<file path="src/rtl/counter_pkg.sv">
// Shared constants and helpers for the modulo up/down counter and its prescaler.
package counter_pkg;

    localparam int MODE_WRAP = 0;
    localparam int MODE_SAT  = 1;

    // Width of a phase register able to hold 0..n-1, never narrower than one bit.
    function automatic int phase_width(input int n);
        return (n > 1) ? $clog2(n) : 1;
    endfunction

endpackage

</file>
<file path="src/rtl/counter_prescaler.sv">
// Step-rate prescaler: tick is high on one in every PRESCALE enabled cycles.
// Only instantiated when COUNTER_PRESCALE_EN is defined.
module counter_prescaler
    import counter_pkg::*;
#(
    parameter int PRESCALE = 1
) (
    input  logic clk,
    input  logic reset,
    input  logic en,
    input  logic restart,
    output logic tick
);

    localparam int PW = phase_width(PRESCALE);
    localparam logic [PW-1:0] LAST_PHASE = PW'(PRESCALE - 1);
    localparam logic [PW-1:0] ONE        = PW'(1);
    localparam logic [PW-1:0] ZERO       = {PW{1'b0}};

    logic [PW-1:0] phase_q;
    logic [PW-1:0] phase_d;

    // Next phase: restart wins; otherwise advance only while enabled.
    always_comb begin
        phase_d = phase_q;
        if (restart) begin
            phase_d = ZERO;
        end else if (en) begin
            phase_d = (phase_q == LAST_PHASE) ? ZERO : (phase_q + ONE);
        end else begin
            phase_d = phase_q;
        end
    end

    // Phase register.
    always_ff @(posedge clk or posedge reset) begin
        if (reset) begin
            phase_q <= ZERO;
        end else begin
            phase_q <= phase_d;
        end
    end

    assign tick = en & (phase_q == LAST_PHASE);

endmodule

</file>
<file path="src/rtl/mod_updown_counter.sv">
// Modulo up/down counter with wrap or saturate mode, load range check and boundary pulse.
// Optional step prescaler enabled by defining COUNTER_PRESCALE_EN.
module mod_updown_counter
    import counter_pkg::*;
#(
    parameter int WIDTH    = 4,
    parameter int MODULUS  = 16,
    parameter int MODE     = MODE_WRAP,
    parameter int PRESCALE = 1
) (
    input  logic             clk,
    input  logic             reset,
    input  logic             clear,
    input  logic             load,
    input  logic [WIDTH-1:0] load_val,
    input  logic             en,
    input  logic             up_dn,
    output logic [WIDTH-1:0] count,
    output logic             tc,
    output logic             wrap,
    output logic             load_err
);

    if ((MODULUS < 2) || (MODULUS > (2 ** WIDTH))) begin : g_bad_modulus
        $error("mod_updown_counter: MODULUS out of range for WIDTH");
    end
    if (PRESCALE < 1) begin : g_bad_prescale
        $error("mod_updown_counter: PRESCALE must be at least 1");
    end
    if ((MODE != MODE_WRAP) && (MODE != MODE_SAT)) begin : g_bad_mode
        $error("mod_updown_counter: MODE must be MODE_WRAP or MODE_SAT");
    end

    localparam logic [WIDTH-1:0] MAX_VAL = WIDTH'(MODULUS - 1);
    localparam logic [WIDTH-1:0] ZERO    = {WIDTH{1'b0}};
    localparam logic [WIDTH-1:0] ONE     = WIDTH'(1);
    localparam logic [WIDTH:0]   MOD_EXT = (WIDTH + 1)'(MODULUS);

    logic [WIDTH-1:0] count_q, count_d;
    logic             wrap_q, wrap_d;
    logic             err_q, err_d;
    logic             tick_s;
    logic             step_s;

`ifdef COUNTER_PRESCALE_EN
    counter_prescaler #(
        .PRESCALE (PRESCALE)
    ) u_prescaler (
        .clk     (clk),
        .reset   (reset),
        .en      (en),
        .restart (clear | load),
        .tick    (tick_s)
    );
`else
    assign tick_s = 1'b1;
`endif

    assign step_s = en & tick_s;
    assign tc     = up_dn ? (count_q == MAX_VAL) : (count_q == ZERO);

    // Next state: clear > load > step; a step at the range end is the boundary event.
    always_comb begin
        count_d = count_q;
        wrap_d  = 1'b0;
        err_d   = err_q;
        if (clear) begin
            count_d = ZERO;
            err_d   = 1'b0;
        end else if (load) begin
            if ({1'b0, load_val} < MOD_EXT) begin
                count_d = load_val;
            end else begin
                count_d = MAX_VAL;
                err_d   = 1'b1;
            end
        end else if (step_s) begin
            if (tc) begin
                wrap_d = 1'b1;
                if (MODE == MODE_SAT) begin
                    count_d = count_q;
                end else begin
                    count_d = up_dn ? ZERO : MAX_VAL;
                end
            end else begin
                count_d = up_dn ? (count_q + ONE) : (count_q - ONE);
            end
        end else begin
            count_d = count_q;
        end
    end

    // Count and flag registers.
    always_ff @(posedge clk or posedge reset) begin
        if (reset) begin
            count_q <= ZERO;
            wrap_q  <= 1'b0;
            err_q   <= 1'b0;
        end else begin
            count_q <= count_d;
            wrap_q  <= wrap_d;
            err_q   <= err_d;
        end
    end

    assign count    = count_q;
    assign wrap     = wrap_q;
    assign load_err = err_q;

endmodule

</file>
<file path="config.mk">
export PLATFORM = sky130hd
export DESIGN_NAME = mod_updown_counter
export DESIGN_NICKNAME = d
export VERILOG_FILES = /design/src/rtl/counter_pkg.sv /design/src/rtl/counter_prescaler.sv /design/src/rtl/mod_updown_counter.sv
export SDC_FILE = /design/constraint.sdc
export NUM_CORES = 1
export LEC_CHECK = 0
export CORE_MARGIN = 5
export CORE_UTILIZATION = 25
export CTS_CLUSTER_SIZE = 10
export DETAILED_ROUTE_END_ITERATION = 12
export PLACE_DENSITY = 0.61
export SLEW_MARGIN = 40
export SYNTH_ARGS = -nofsm -noshare
export SYNTH_HDL_FRONTEND = slang
export SYNTH_HIERARCHICAL = 1
export SYNTH_SLANG_ARGS = --single-unit
</file>
<file path="constraint.sdc">
create_clock -name clk -period 1.7 [get_ports clk]
set_clock_uncertainty 0.05 [all_clocks]
set_input_delay 0.34 -clock clk [delete_from_list [all_inputs] [get_ports clk]]
set_output_delay 0.34 -clock clk [all_outputs]
set_load 0.005 [all_outputs]
</file>
==> metrics.yaml, run 1 <==
place:
  numPortBuffers: 15
  hpwlAfterDp_mm: 1.062
  gp_congestion: 0.8495
  dpl_cell_area_um2: 726.9
  dp_cells: 107
synth:
  synth.distinct_cells: 28
  yosysSeqAreaShare: 0.2717
  synth_area_um2: 460.4
  syn_area_per_cell_um2: 8.222
  synthCells: 56
  synth_nets: 69
  yosysWarnings: 6
  ys_seq_elements: 5
die:
  coreArea_mm2: 0.001745
  die_h_um: 52.92
  rows: 15
  die_area_mm2: 0.002800
  start_util: 0.2638
  die_w_um: 52.92
  pin_count: 17
job:
  drv_cap: 0
detailed_routing:
  drt_iter0_markers: 1
  num_vias: 532
  wirelength_mm: 1.396
  dr.pass1.iters: 3
  post-route-drc-count: 0
  post_drt_wl_per_cell_um: 12.14
  vias_per_cell: 4.626
  drtAntennaViolNets: 0
sta:
  slew_violations: 0
  period_minus_slack_ps: 1867
  hold_viol: 0
  setup_viol: 1
  period_share: 1.098
  finalWorstSetupSlack_ps: -167.0
  rsz0062_at_grt: "true"
  fmax_mhz: 535.6
critical_path:
  cp-start-kind: "flip-flop"
  worstPathRequired_ps: 1310
  end_kind: "output pin"
  critical_path_class: "reg -> out"
  cp.arrival_ps: 1480
  critPathMaxFanout: 2
  rr_worst_depth: 6
power_and_ir_drop:
  p_seq_frac: 0.277
  swShare: 0.3043
  p_int_mw: 0.3383
  total_leakage_power_nw: 0.3899
  p_comb_frac: 0.438
  powerDensity_mw_per_mm2: 585.4
  switchingPower_mw: 0.1480
  power_frac_clock: 0.285
  ir_drop_mv: 0.5067
final_layout:
  layout-drive-gt1-share: 0.4222
  fin_cells: 115
  final_area_um2: 830.8
  fin_nets: 104
  synthToLayoutAreaGrowth_pct: 80.43
  layout_commonest_cell: "buf_4"
  fin_util: 0.4760
  antennaDiodeCount: 0
  most-common-layout-cells: "17 x buf_4, 11 x clkdlybuf4s50_1, 6 x nor2_1, 6 x a21oi_1"
  fillers: 173
cts:
  cts.clk_slew.worst_paths_ps: 50
  cts_root_buf: "clkbuf_4"
  cts_hold_buf: 0
  insertion_delay_ps: 240
  cts.sinks: 5
  cts_buffers: 3
  cts_buffer_depth: 2
  cts_tree: "done"
  htreeDepth: 1
run_status:
  violations: "negative setup slack"
  status: "finished, violations left"
global_route:
  antenna_found_initial: 0
  overflow: 0
  grt_max_degree: 10
  grt_usage: 0.1202
  grt_pass1_vias: 570
  grt_pass1_wl_mm: 2.442
hold_path:
  hold_path_class: "in -> async"
## power groups by stage
stage | logic (mW) | clock network, mW | registers [mW]
6_report | 0.213 | 0.138 | 0.135
5_1_grt | 0.235 | 0.153 | 0.136
4_1_cts | 0.194 | 0.148 | 0.133
3_5_place_dp | 0.183 | 0 | 0.135
3_3_place_gp | 0.181 | 0 | 0.135
2_1_floorplan | 0.0812 | 0 | 0.142
## repair_timing
item | in CTS | in global routing
gates resized for setup | 8 | 12
gates cloned | 0 | 0
buffers inserted | 2 | 2
pin swaps | 5 | 3
endpoints found under the setup margin | 4 | 6
## registers in the layout, summed over array words and instances, names as in the netlist
name   flops
wrap       1
count      4
## layout make-up
class                           instances  area [um2]  area share
Inverter                                6       25.02     0.03012
Sequential cell                         5       126.4      0.1521
Multi-Input combinational cell         42       327.8      0.3946
Clock buffer                            4       26.28     0.03163
Tap cell                               25       31.28     0.03765
Timing Repair Buffer                   33       294.0      0.3539
## cells in the mapped netlist
| master | instances | area (um2) |
|---|---|---|
| nor2_4 | 1 | 11.26 |
| nor4_1 | 2 | 12.51 |
| nand2_1 | 4 | 15.01 |
| or4_4 | 1 | 11.26 |
| nor2_1 | 6 | 22.52 |
| a31oi_1 | 1 | 6.260 |
| nor3_1 | 1 | 5.000 |
| a41o_1 | 1 | 10.01 |
| o21ai_0 | 3 | 15.01 |
| a21oi_1 | 7 | 35.03 |
| xnor2_1 | 1 | 8.760 |
| dfrtp_1 | 5 | 125.1 |
| and4_1 | 1 | 8.760 |
| ha_1 | 2 | 25.02 |
| and3_1 | 1 | 6.260 |
| nand3_1 | 1 | 5.000 |
| a221oi_2 | 1 | 15.01 |
| and4bb_2 | 1 | 12.51 |
| inv_1 | 6 | 22.52 |
| xor2_1 | 1 | 8.760 |
| nand3b_1 | 1 | 7.510 |
| and4_2 | 1 | 10.01 |
| conb_1 | 1 | 3.750 |
| fa_1 | 1 | 20.02 |
| buf_2 | 1 | 5.000 |
| or3b_2 | 1 | 8.760 |
| a21o_2 | 1 | 8.760 |
| buf_4 | 2 | 15.01 |
## per-layer routing
layer	track usage	routed length, um
met1	0.1205	562
met2	0.2169	723
met3	0.03099	75
met5	0	0
met4	0.07660	35
## final timing paths
kind	from	end	slack, ps
worst max-delay path	count[3]	tc	-170
worst min-delay path	reset	count[3]	250
worst max register to register	count[3]	count[3]	10
worst min register to register	count[2]	count[2]	690
max in group asynchronous	reset	count[2]	1150
min in group clk	load_val[1]	count[1]	610
## logic make-up (layout without fill, tap and decap cells)
| kind of cell | count (synthesis) | in the layout | synth area share |
|---|---|---|---|
| other cells | 1 | 1 | 0.008144 |
| fa+ha+maj | 3 | 3 | 0.09782 |
| buf+inv | 9 | 43 | 0.09237 |
| xor+xnor | 2 | 2 | 0.03805 |
| flops | 5 | 5 | 0.2717 |
| simple gates | 22 | 22 | 0.2962 |
| compound gates | 14 | 14 | 0.1956 |
## stage by stage
step | total power [mW] | hold slack (ps) | setup WS (ps) | TNS [ps]
floorplan | 0.2237 | 68.52 | 79.83 | 0
global placement | 0.3160 | 501.1 | -616.6 | -2105
detailed placement | 0.3186 | 511.4 | -616.5 | -2156
CTS | 0.4749 | 242.0 | -214.4 | -231.2
global route | 0.5249 | 248.4 | -225.8 | -302.2
finish | 0.4863 | 248.4 | -167.0 | -167.0
## worst max-delay path, stage by stage (launching register included)
cell,delay (ps)
dfrtp_1,380
or4_4,560
nor2_4,100
a21o_2,110
buf_6,90
Power figures use the tool's default switching activity.
==> run 2: changes to the inputs <==
CORE_AREA = 5 5 42 44   (was unset)
CORE_MARGIN = unset   (was 5)
CORE_UTILIZATION = unset   (was 25)
DIE_AREA = 0 0 47 49   (was unset)
DONT_BUFFER_PORTS = 1   (was unset)
PLACE_DENSITY = 0.59   (was 0.61)
SYNTH_HIERARCHICAL = unset   (was 1)
==> metrics.yaml, run 2 <==
power_and_ir_drop:
  ir_drop_mv: 0.3715  # -27%
  switchingPower_mw: 0.1359  # -8.2%
  power_frac_clock: 0.322  # +0.037
  total_leakage_power_nw: 0.2626  # -33%
  p_int_mw: 0.2968  # -12%
  p_seq_frac: 0.311  # +0.034
  swShare: 0.3141  # +0.009775
  powerDensity_mw_per_mm2: 693.0  # +18%
  p_comb_frac: 0.367  # -0.071
  fin_total_pwr_mw: 0.4327  # -11%
final_layout:
  fin_nets: 81  # -22%
  most-common-layout-cells: "8 x buf_4, 6 x nor2_1, 6 x inv_1, 5 x a21oi_1"
  final_area_um2: 624.3  # -25%
  largest_reg_flops: 4  # unchanged
  synthToLayoutAreaGrowth_pct: 35.60
  regArea_um2: 126.4  # unchanged
  multi_input_area_um2: 347.8  # +6.1%
  layout_commonest_cell: "buf_4"
  layout-drive-gt1-share: 0.3881  # -0.03416
  fillers: 144  # -17%
  antennaDiodeCount: 0  # unchanged
critical_path:
  worstPathRequired_ps: 1310  # about the same
  critPathMaxFanout: 2  # unchanged
  cp-start-kind: "flip-flop"
  path_cells: "or4_4, nor2_4, a21o_2"
  end_kind: "output pin"
  cpMaxStageDelayCell: "or4_4"
  critPathLaunch: "count[1]"
  critical_path_class: "reg -> out"
  r2r_start: "count[0]"
  max_stage_delay_ps: 550  # about the same
  cp.arrival_ps: 1420  # -60 ps
place:
  hpwlAfterDp_um: 879.4  # -17%
  gp_congestion: 0.8340  # -1.8%
  dpl_cell_area_um2: 498.0  # -31%
  numPortBuffers: 0  # -15
run_status:
  violations: "negative setup slack"
  status: "finished, violations left"
detailed_routing:
  post-route-drc-count: 0  # unchanged
  num_vias: 443  # -17%
  dr.pass1.iters: 2  # -1
  wirelength_mm: 1.276  # -8.6%
  vias_per_cell: 5.337  # +15%
  post_drt_wl_per_cell_um: 15.37  # +27%
  drtAntennaViolNets: 0  # unchanged
  drt_iter0_markers: 1  # unchanged
sta:
  slew_violations: 0  # unchanged
  period_share: 1.066  # -0.03224
  period_minus_slack_ps: 1812  # -54.80 ps
  hold_viol: 0  # unchanged
  finalWorstSetupSlack_ps: -112.2  # +54.80 ps
  setup_viol: 1  # unchanged
  rsz0062_at_grt: "true"
  whs_ps: 98.92  # -149.5 ps
  fmax_mhz: 551.8  # +3.0%
synth:
  ys_seq_elements: 5  # unchanged
  synth_top_area_frac: 0.2717  # unchanged
  synth.distinct_cells: 28  # unchanged
  async_reset_ff_frac: 1.000  # unchanged
  yosysSeqAreaShare: 0.2717  # unchanged
  ys_top_cells_by_area: "dfrtp_1 27%, a21oi_1 7.6%, ha_1 5.4%"
  synthCells: 56  # unchanged
  yosysTopAreaCell: "dfrtp_1"
  synth_flop_cell: "dfrtp_1"
  synth_commonest_cells: "7 x a21oi_1, 6 x inv_1, 6 x nor2_1"
  synth.most_common_cell: "a21oi_1"
  synth-edff-count: 0  # unchanged
  synth_area_um2: 460.4  # unchanged
  yosysWarnings: 0  # -6
  synth_nets: 69  # unchanged
  syn_area_per_cell_um2: 8.222  # unchanged
cts:
  cts_buffers: 3  # unchanged
  htreeDepth: 1  # unchanged
  insertion_delay_ps: 240  # about the same
  cts.clk_slew.worst_paths_ps: 50  # about the same
  cts_tree: "done"
  cts_buffer_depth: 2  # unchanged
  cts.sinks: 5  # unchanged
  cts_root_buf: "clkbuf_4"
die:
  die_w_um: 47  # -11%
  pin_count: 17  # unchanged
  start_util: 0.3286  # +0.06477
  rows: 14  # -1
  die_h_um: 49  # -7.4%
  die_area_mm2: 0.002303  # -18%
  coreArea_mm2: 0.001401  # -20%
global_route:
  grt_pass1_vias: 437  # -23%
  grt_usage: 0.1243  # +0.004059
  grt_max_degree: 12  # +2
  overflow: 0  # unchanged
  grt_pass1_wl_mm: 2.021  # -17%
  antenna_found_initial: 0  # unchanged
hold_path:
  hold_start: "clear"
  hold_path_class: "in -> reg"
job:
  drv_cap: 0  # unchanged
[run 2: layout make-up]
class / count / area share
clock buffers: 4 / 0.04208
inverters: 6 / 0.03607
multi-input cells: 42 / 0.5571
flip-flops and latches: 5 / 0.2024
well taps: 16 / 0.03206
repair buffers: 10 / 0.1303
[run 2: kinds of logic after synthesis]
logic type,count (synthesis),synth area share
simple gates,22,0.2962
compound gates,14,0.1956
buf+inv,9,0.09237
flops,5,0.2717
fa+ha+maj,3,0.09782
xor+xnor,2,0.03805
other cells,1,0.008144
[run 2: layer usage]
layer	up-vias	GRT usage	share of wire	routed length (um)
met3	4	0.05166	0.049	62
met4	0	0.08295	0.024	31
met2	13	0.1629	0.49	630
met1	204	0.1596	0.43	551
met5	-	0	0	0
li1	222	-	-	-
[run 2: worst paths after layout]
path / end / slack (ps) / cells after the start
min in group asynchronous: count[3] / 390 / 2
max in group asynchronous: count[1] / 1020 / 2
hold / removal: count[1] / 100 / 1
setup / recovery: tc / -110 / 3
setup reg to reg: count[2] / 10 / 7
hold reg to reg: count[2] / 710 / 3
[run 2: power by group through the flow]
stage | Combinational [mW] | Sequential [mW] | Clock, mW
floorplan | 0.0812 | 0.142 | 0
global placement | 0.110 | 0.138 | 0
detailed placement | 0.112 | 0.138 | 0
CTS | 0.129 | 0.133 | 0.147
global route | 0.175 | 0.135 | 0.161
finish | 0.159 | 0.135 | 0.139
[run 2: what timing repair did]
| item | 4_1_cts | 5_1_grt |
|---|---|---|
| pin swaps | 1 | 5 |
| endpoints found under the hold margin | 5 | 0 |
| setup endpoints to repair | 2 | 3 |
| buffers inserted | 3 | 1 |
| hold buffers | 1 | 0 |
| resized for setup | 3 | 10 |
[run 2: worst max-delay path, delay by kind of cell, from the launching register on]
kind	cells	cell delay, ps
AND/OR/NAND/NOR	2	650
flip-flops	1	410
AO/OA/AOI/OAI	1	120
[run 2: per-stage QoR]
stage | utilization | setup slack, ps | cells | TNS (ps)
detailed placement | 0.3554 | -55.59 | 74 | -55.59
floorplan | - | 79.83 | 56 | 0
global route | 0.4455 | -141.7 | 83 | -314.8
global placement | 0.3554 | 33.78 | 74 | 0
CTS | 0.4009 | -101.9 | 82 | -101.9
finish | 0.4455 | -112.2 | 83 | -112.2
